`config.mk`:
```
export PLATFORM = sky130hd
export DESIGN_NAME = controlador_requisicoes_caminho
export DESIGN_NICKNAME = d
export VERILOG_FILES = /design/src/rtl/controlador_requisicoes_caminho.sv
export SDC_FILE = /design/constraint.sdc
export NUM_CORES = 1
export LEC_CHECK = 0
export CELL_PAD_IN_SITES_DETAIL_PLACEMENT = 0
export CELL_PAD_IN_SITES_GLOBAL_PLACEMENT = 1
export CORE_MARGIN = 5
export CORE_UTILIZATION = 40
export CTS_BUF_LIST = sky130_fd_sc_hd__clkbuf_4 sky130_fd_sc_hd__clkbuf_8
export DETAILED_ROUTE_END_ITERATION = 12
export PLACE_DENSITY_LB_ADDON = 0.1
export SYNTH_ARGS = -nofsm -noshare
export SYNTH_HDL_FRONTEND = slang
export SYNTH_SLANG_ARGS = --single-unit
```
`constraint.sdc`:
```
create_clock -name clk -period 2.6 [get_ports clk]
set_input_delay 0.78 -clock clk [delete_from_list [all_inputs] [get_ports clk]]
set_output_delay 0.78 -clock clk [all_outputs]
set_load 0.005 [all_outputs]
```
`src/rtl/controlador_requisicoes_caminho.sv`:
```
`default_nettype none
// +----------------------------------------------------------------------------+
// | Module      : controlador_requisicoes_caminho                              |
// | Description : Request front-end and result streamer for the path-search   |
// |               core. Queues (fonte, destino) requests in a small FIFO,      |
// |               launches the core one request at a time, buffers the path    |
// |               nodes it returns and streams them out with valid/ready/last. |
// |               A cycle timer aborts hung searches and reports an error.     |
// | Ports       : clk, rst_n (sync, active-low)                                |
// |               req_*     : request handshake (valid/ready, fonte, destino)  |
// |               nucleo_*  : core control (iniciar, abortar, fonte, destino)  |
// |                           and core results (dado_valido, dado, pronto)     |
// |               cam_*     : path stream (valid/ready, addr, ultimo, erro)    |
// |               ocupado_out : busy indication                                |
// | Option      : CONTROLADOR_ESTATISTICAS_EN adds stat_concluidos_out and     |
// |               stat_timeouts_out (16-bit saturating counters).              |
// | Revision    : 1.0 - initial release                                        |
// +----------------------------------------------------------------------------+
module controlador_requisicoes_caminho #(
  parameter int ADDR_WIDTH     = 10,
  parameter int FILA_DEPTH     = 4,
  parameter int MAX_CAMINHO    = 64,
  parameter int TIMEOUT_CICLOS = 4096
) (
  input  logic                  clk,
  input  logic                  rst_n,
  input  logic                  req_valid_in,
  output logic                  req_ready_out,
  input  logic [ADDR_WIDTH-1:0] req_fonte_in,
  input  logic [ADDR_WIDTH-1:0] req_destino_in,
  output logic                  nucleo_iniciar_out,
  output logic                  nucleo_abortar_out,
  output logic [ADDR_WIDTH-1:0] nucleo_fonte_out,
  output logic [ADDR_WIDTH-1:0] nucleo_destino_out,
  input  logic                  nucleo_dado_valido_in,
  input  logic [ADDR_WIDTH-1:0] nucleo_dado_in,
  input  logic                  nucleo_pronto_in,
  output logic                  cam_valid_out,
  input  logic                  cam_ready_in,
  output logic [ADDR_WIDTH-1:0] cam_addr_out,
  output logic                  cam_ultimo_out,
  output logic                  cam_erro_out,
`ifdef CONTROLADOR_ESTATISTICAS_EN
  output logic [15:0]           stat_concluidos_out,
  output logic [15:0]           stat_timeouts_out,
`endif
  output logic                  ocupado_out
);

  localparam int PTR_W  = $clog2(FILA_DEPTH);
  localparam int FCNT_W = PTR_W + 1;
  localparam int CNT_W  = $clog2(MAX_CAMINHO) + 1;
  localparam int IDX_W  = (MAX_CAMINHO > 1) ? $clog2(MAX_CAMINHO) : 1;
  localparam int TMR_W  = $clog2(TIMEOUT_CICLOS);

  localparam logic [FCNT_W-1:0] C_FILA_CHEIA = FCNT_W'(FILA_DEPTH);
  localparam logic [CNT_W-1:0]  C_CAM_MAX    = CNT_W'(MAX_CAMINHO);
  localparam logic [TMR_W-1:0]  C_TMR_LIMITE = TMR_W'(TIMEOUT_CICLOS - 1);

  typedef enum logic [2:0] {
    OCIOSO   = 3'd0,
    INICIAR  = 3'd1,
    BUSCANDO = 3'd2,
    ENVIANDO = 3'd3,
    ERRO     = 3'd4
  } estado_t;

  estado_t r_estado, w_prox_estado;

  // Request FIFO
  logic [ADDR_WIDTH-1:0] r_fila_fonte   [FILA_DEPTH];
  logic [ADDR_WIDTH-1:0] r_fila_destino [FILA_DEPTH];
  logic [PTR_W-1:0]      r_wr_ptr, r_rd_ptr;
  logic [FCNT_W-1:0]     r_fila_cnt;
  logic                  w_push, w_pop;

  // Path buffer and search bookkeeping
  logic [ADDR_WIDTH-1:0] r_buf [MAX_CAMINHO];
  logic [CNT_W-1:0]      r_count, r_rd;
  logic [TMR_W-1:0]      r_timer;
  logic                  r_ovf;
  logic [ADDR_WIDTH-1:0] r_fonte, r_destino;

  logic w_grava, w_ovf_set, w_hs;

  // Full flag comes only from the registered count, so ready never
  // depends combinationally on any input.
  assign req_ready_out      = (r_fila_cnt != C_FILA_CHEIA);
  assign w_push             = req_valid_in & req_ready_out;
  assign w_pop              = (r_estado == OCIOSO) & (r_fila_cnt != '0);
  assign nucleo_fonte_out   = r_fonte;
  assign nucleo_destino_out = r_destino;
  assign ocupado_out        = (r_estado != OCIOSO) | (r_fila_cnt != '0);
  assign w_hs               = cam_valid_out & cam_ready_in;

  always_comb begin
    w_prox_estado      = r_estado;
    nucleo_iniciar_out = 1'b0;
    nucleo_abortar_out = 1'b0;
    cam_valid_out      = 1'b0;
    cam_addr_out       = '0;
    cam_ultimo_out     = 1'b0;
    cam_erro_out       = 1'b0;
    w_grava            = 1'b0;
    w_ovf_set          = 1'b0;
    case (r_estado)
      OCIOSO: begin
        if (r_fila_cnt != '0) w_prox_estado = INICIAR;
      end
      INICIAR: begin
        nucleo_iniciar_out = 1'b1;
        w_prox_estado      = BUSCANDO;
      end
      BUSCANDO: begin
        if (nucleo_dado_valido_in) begin
          if (r_count < C_CAM_MAX) w_grava   = 1'b1;
          else                     w_ovf_set = 1'b1;
        end
        // A beat arriving with pronto is stored this cycle, so it counts
        // towards a non-empty path.
        if (nucleo_pronto_in) begin
          w_prox_estado = ((r_count != '0) | nucleo_dado_valido_in) ? ENVIANDO : ERRO;
        end else if (r_timer == C_TMR_LIMITE) begin
          nucleo_abortar_out = 1'b1;
          w_prox_estado      = ERRO;
        end
      end
      ENVIANDO: begin
        cam_valid_out  = 1'b1;
        cam_addr_out   = r_buf[r_rd[IDX_W-1:0]];
        cam_ultimo_out = (r_rd == (r_count - CNT_W'(1)));
        cam_erro_out   = r_ovf & cam_ultimo_out;
        if (cam_ready_in & cam_ultimo_out) w_prox_estado = OCIOSO;
      end
      ERRO: begin
        cam_valid_out  = 1'b1;
        cam_ultimo_out = 1'b1;
        cam_erro_out   = 1'b1;
        if (cam_ready_in) w_prox_estado = OCIOSO;
      end
      default: w_prox_estado = OCIOSO;
    endcase
  end

  always_ff @(posedge clk) begin
    if (!rst_n) begin
      r_estado   <= OCIOSO;
      r_wr_ptr   <= '0;
      r_rd_ptr   <= '0;
      r_fila_cnt <= '0;
      r_count    <= '0;
      r_rd       <= '0;
      r_timer    <= '0;
      r_ovf      <= 1'b0;
      r_fonte    <= '0;
      r_destino  <= '0;
    end else begin
      r_estado <= w_prox_estado;
      if (w_push) r_wr_ptr <= r_wr_ptr + PTR_W'(1);
      if (w_pop) begin
        r_rd_ptr  <= r_rd_ptr + PTR_W'(1);
        r_fonte   <= r_fila_fonte[r_rd_ptr];
        r_destino <= r_fila_destino[r_rd_ptr];
      end
      case ({w_push, w_pop})
        2'b10:   r_fila_cnt <= r_fila_cnt + FCNT_W'(1);
        2'b01:   r_fila_cnt <= r_fila_cnt - FCNT_W'(1);
        default: r_fila_cnt <= r_fila_cnt;
      endcase
      case (r_estado)
        INICIAR: begin
          r_timer <= '0;
          r_count <= '0;
          r_rd    <= '0;
          r_ovf   <= 1'b0;
        end
        BUSCANDO: begin
          r_timer <= r_timer + TMR_W'(1);
          if (w_grava)   r_count <= r_count + CNT_W'(1);
          if (w_ovf_set) r_ovf   <= 1'b1;
        end
        ENVIANDO: begin
          if (w_hs) r_rd <= r_rd + CNT_W'(1);
        end
        default: ;
      endcase
    end
  end

  // Storage arrays carry no reset; their contents are only observed
  // through the valid-qualified pointers above.
  always_ff @(posedge clk) begin
    if (w_push) begin
      r_fila_fonte[r_wr_ptr]   <= req_fonte_in;
      r_fila_destino[r_wr_ptr] <= req_destino_in;
    end
    if (w_grava) r_buf[r_count[IDX_W-1:0]] <= nucleo_dado_in;
  end

`ifdef CONTROLADOR_ESTATISTICAS_EN
  logic [15:0] r_stat_concluidos, r_stat_timeouts;

  always_ff @(posedge clk) begin
    if (!rst_n) begin
      r_stat_concluidos <= '0;
      r_stat_timeouts   <= '0;
    end else begin
      if ((r_estado == ENVIANDO) & w_hs & cam_ultimo_out & (r_stat_concluidos != 16'hFFFF))
        r_stat_concluidos <= r_stat_concluidos + 16'd1;
      if (nucleo_abortar_out & (r_stat_timeouts != 16'hFFFF))
        r_stat_timeouts <= r_stat_timeouts + 16'd1;
    end
  end

  assign stat_concluidos_out = r_stat_concluidos;
  assign stat_timeouts_out   = r_stat_timeouts;
`endif

endmodule
`default_nettype wire
```
==> impl_metrics.csv <==
group,metric,value,unit
status,status,"finished, violations left",
status,violations,"negative setup slack",
floorplan,die_y,287,um
floorplan,rows,101,
hold_path,hold_path_end,"nucleo_fonte_out[6]",
sta,setup_viol,15,
setup_path,startpoint_type,"flip-flop",
synthesis,synth-seq-cells,783,
routing,drt_pre_antenna_iters,5,
power_and_ir_drop,leakage,13.1,nW
routing,drc,0,
placed_design,io_buffers,72,
sta,rsz0062_at_grt,"true",
routing,num_vias,17100,
clock_tree,cts_tree,"done",
sta,hold_ws,462,ps
global_routing,first_global_vias,17900,
power_and_ir_drop,internal_power,21.6,mW
synthesis,synth_area_leaders,"edfxtp_1 (70%), mux4_2 (13%), dfxtp_1 (4.1%)",
synthesis,yosysTopAreaCell,"edfxtp_1",
global_routing,antenna_found_initial,2,
setup_path,r2r-start,"r_estado[0]",
clock_tree,htreeDepth,4,
placed_design,dp_hpwl,50.7,mm
floorplan,die_area,82600,sq um
sta,relSlewSlack,46.9,%
final_layout,fin_util,52.1,%
sta,fin_ws,-1130,ps
floorplan,core-area,76200,sq um
setup_path,crit_path_max_fanout,6,
hold_path,min_path_cells,2,
floorplan,num_io_pins,73,
global_routing,grt_max_degree,65,
synthesis,async_reset_ff_share,0,%
final_layout,seqCellArea,22900,sq um
sta,tightest_slew,796,ps
synthesis,ys_types,66,
run,maxCapViolCount,0,
power_and_ir_drop,power_density,710,nW/um^2
final_layout,area_growth,28.8,%
global_routing,grt_pass1_wl,117,mm
clock_tree,cts-root-buf,"clkbuf_8",
final_layout,drive_above_1_share,42.6,%
routing,postRouteWirelength,80.2,mm
sta,setup_tns,-13000,ps
clock_tree,hold_buffers,0,
hold_path,hold_class,"reg -> reg",
setup_path,r2r_end,"r_buf[37][1]",
setup_path,crit_type,"reg -> out",
routing,ant_nets,0,
clock_tree,clkTransAtPathRegs,60,ps
floorplan,die_w,287,um
power_and_ir_drop,vdd_drop_max,0.648,mV
power_and_ir_drop,power_switching,6.56,mW
synthesis,synth-edff-count,720,
synthesis,synth_area,30800,sq um
power_and_ir_drop,clockPowerShare,38.9,%
setup_path,rr_worst_depth,11,
power_and_ir_drop,comb_power_share,10.4,%
clock_tree,clock_latency,760,ps
global_routing,grt_util_all_layers,19.3,%
sta,hold_violations,0,
sta,min_period_over_period,144,%
placed_design,gp_congestion,0.804,
synthesis,syn-num-nets,1668,
synthesis,synth_commonest_cells,"edfxtp_1 (720), mux4_2 (176), nand2_1 (106)",
setup_path,r2r_setup_slack,60,ps
setup_path,critPathArrivalTime,2950,ps
setup_path,crit_path_end_kind,"output port",
placed_design,place_inst,2934,
synthesis,netlist_instances,1622,
routing,routedWlPerCell,24.6,um
routing,via_per_inst,5.22,
synthesis,synth.top_cell.area_share,70.2,%
synthesis,yosysWarningCount,0,
synthesis,synth_most_common_cell,"edfxtp_1",
final_layout,instances_no_fill,3266,
synthesis,syn_area_per_cell,19.0,sq um
final_layout,n_fill_cell,6272,
synthesis,synthFlopType,"edfxtp_1",
hold_path,worstHoldStart,"nucleo_fonte_out[6]",
floorplan,start_util,40.4,%
setup_path,crit_required,1820,ps
clock_tree,cts_buffers,137,
power_and_ir_drop,swShare,23.3,%
routing,drt_iter0_markers,1171,
clock_tree,cts_buffer_depth,3,
clock_tree,cts.sinks,783,
power_and_ir_drop,total_power,28.2,mW
global_routing,grt-ovfl-total,0,
synthesis,synth-seq-area-share,74.3,%
sta,max_freq,268,MHz
sta,fin_skew,24.6,ps
sta,final.min_clock_period,3730,ps
final_layout,num-nets-final,2181,
final_layout,multi_input_area,8070,sq um
power_and_ir_drop,sequentialPowerShare,50.7,%
sta,slew_violations,0,
[registers in the layout, summed over array words and instances, names as in the netlist, 7 cells and up, named ones only]
register and count:
r_fila_fonte 40, nucleo_destino_out 10, r_rd 7, r_buf 640, r_fila_destino 40, r_count 7
nucleo_fonte_out 10, r_timer 12
[layout by cell type, fill, tap and decap left out, types with 8 or more instances in the layout]
cell	instances
nor2_4	12
nand2_1	95
mux2i_1	29
edfxtp_1	720
buf_12	58
clkinv_2	16
a21boi_0	25
o22ai_1	14
nor2_1	79
clkinv_1	18
mux4_2	176
inv_1	11
nand3_1	26
o21ai_0	13
clkbuf_4	46
nand4_1	14
dfxtp_1	52
clkbuf_8	145
buf_6	46
o22ai_2	12
nor2_2	10
buf_2	21
clkdlybuf4s50_1	45
and3_1	9
nor2b_1	15
buf_4	269
nand3b_1	10
and2_1	14
mux2i_2	8
a21oi_1	11
xor2_1	13
mux2_2	8
nand2_2	11
[worst max-delay path: stages (launching register included)]
cell           delay, ps
dfxtp_4              390
buf_12               140
buf_6                120
buf_4                130
buf_4                140
mux4_2               330
o22ai_2              130
buf_4                140
nor2_1                40
nand4_1              220
nand2_2              110
dlygate4sd2_1        280
[layout make-up]
type	instances	share of cell area [%]
Sequential cell	783	57.7
Multi-Input combinational cell	736	20.3
Timing Repair Buffer	461	11.8
Clock buffer	190	5.88
Tap cell	1030	3.25
Clock inverter	48	0.820
Inverter	16	0.170
Antenna cell	2	0.0126
[kinds of logic (layout without fill, tap and decap cells)]
family / after synthesis / in the layout / share of synthesized area, %
DFF: 783 / 783 / 74.3
AOI/OAI and AO/OA: 140 / 140 / 3.16
buffers and inverters: 103 / 715 / 1.65
adders and majority gates: 10 / 10 / 0.431
and+or+nand+nor: 341 / 341 / 5.40
xor gates and xnor gates: 20 / 20 / 0.569
muxes: 225 / 225 / 14.5
other: 0 / 2 / 0
[routing by layer]
metal	wire, um	global-route usage [%]	vias to the layer above
met1	34400	25.5	8921
met3	3690	4.16	116
met4	1640	5.83	0
li1	-	-	7608
met2	40600	32.4	414
met5	0	0	-
[per-stage QoR]
| stage | area, sq um | setup WS, ps |
|---|---|---|
| after floorplan | 30800 | -46.4 |
| after global placement | 35200 | -945 |
| after detailed placement | 35200 | -909 |
| after CTS | 38900 | -1240 |
| after global routing | 39700 | -1230 |
| final | 39700 | -1130 |
[worst max-delay path by stage]
stage	startpoint	to	slack, ps	cells past startpoint
2_1_floorplan	r_count[0]	cam_erro_out	-50	7
3_3_place_gp	flip-flop	cam_addr_out[8]	-950	8
3_5_place_dp	flip-flop	cam_addr_out[7]	-910	6
4_1_cts	r_count[1]	cam_erro_out	-1240	10
5_1_grt	flip-flop	cam_addr_out[0]	-1230	10
6_report	flip-flop	cam_addr_out[0]	-1130	11
[power groups by stage]
| stage | logic (mW) | clock network (mW) | registers, mW |
|---|---|---|---|
| floorplan | 1.33 | 0 | 14.5 |
| global placement | 2.68 | 0 | 14.5 |
| detailed placement | 2.69 | 0 | 14.5 |
| CTS | 2.85 | 11.3 | 14.3 |
| global route | 3.19 | 11.9 | 14.3 |
| finish | 2.93 | 11.0 | 14.3 |
[repair_timing]
action	in CTS	in global routing
buffers inserted	53	27
gates resized for setup	178	128
pin swaps	45	31
gates cloned	4	15
setup endpoints to repair	17	243
Note: power is estimated with default switching activity, not from simulation.
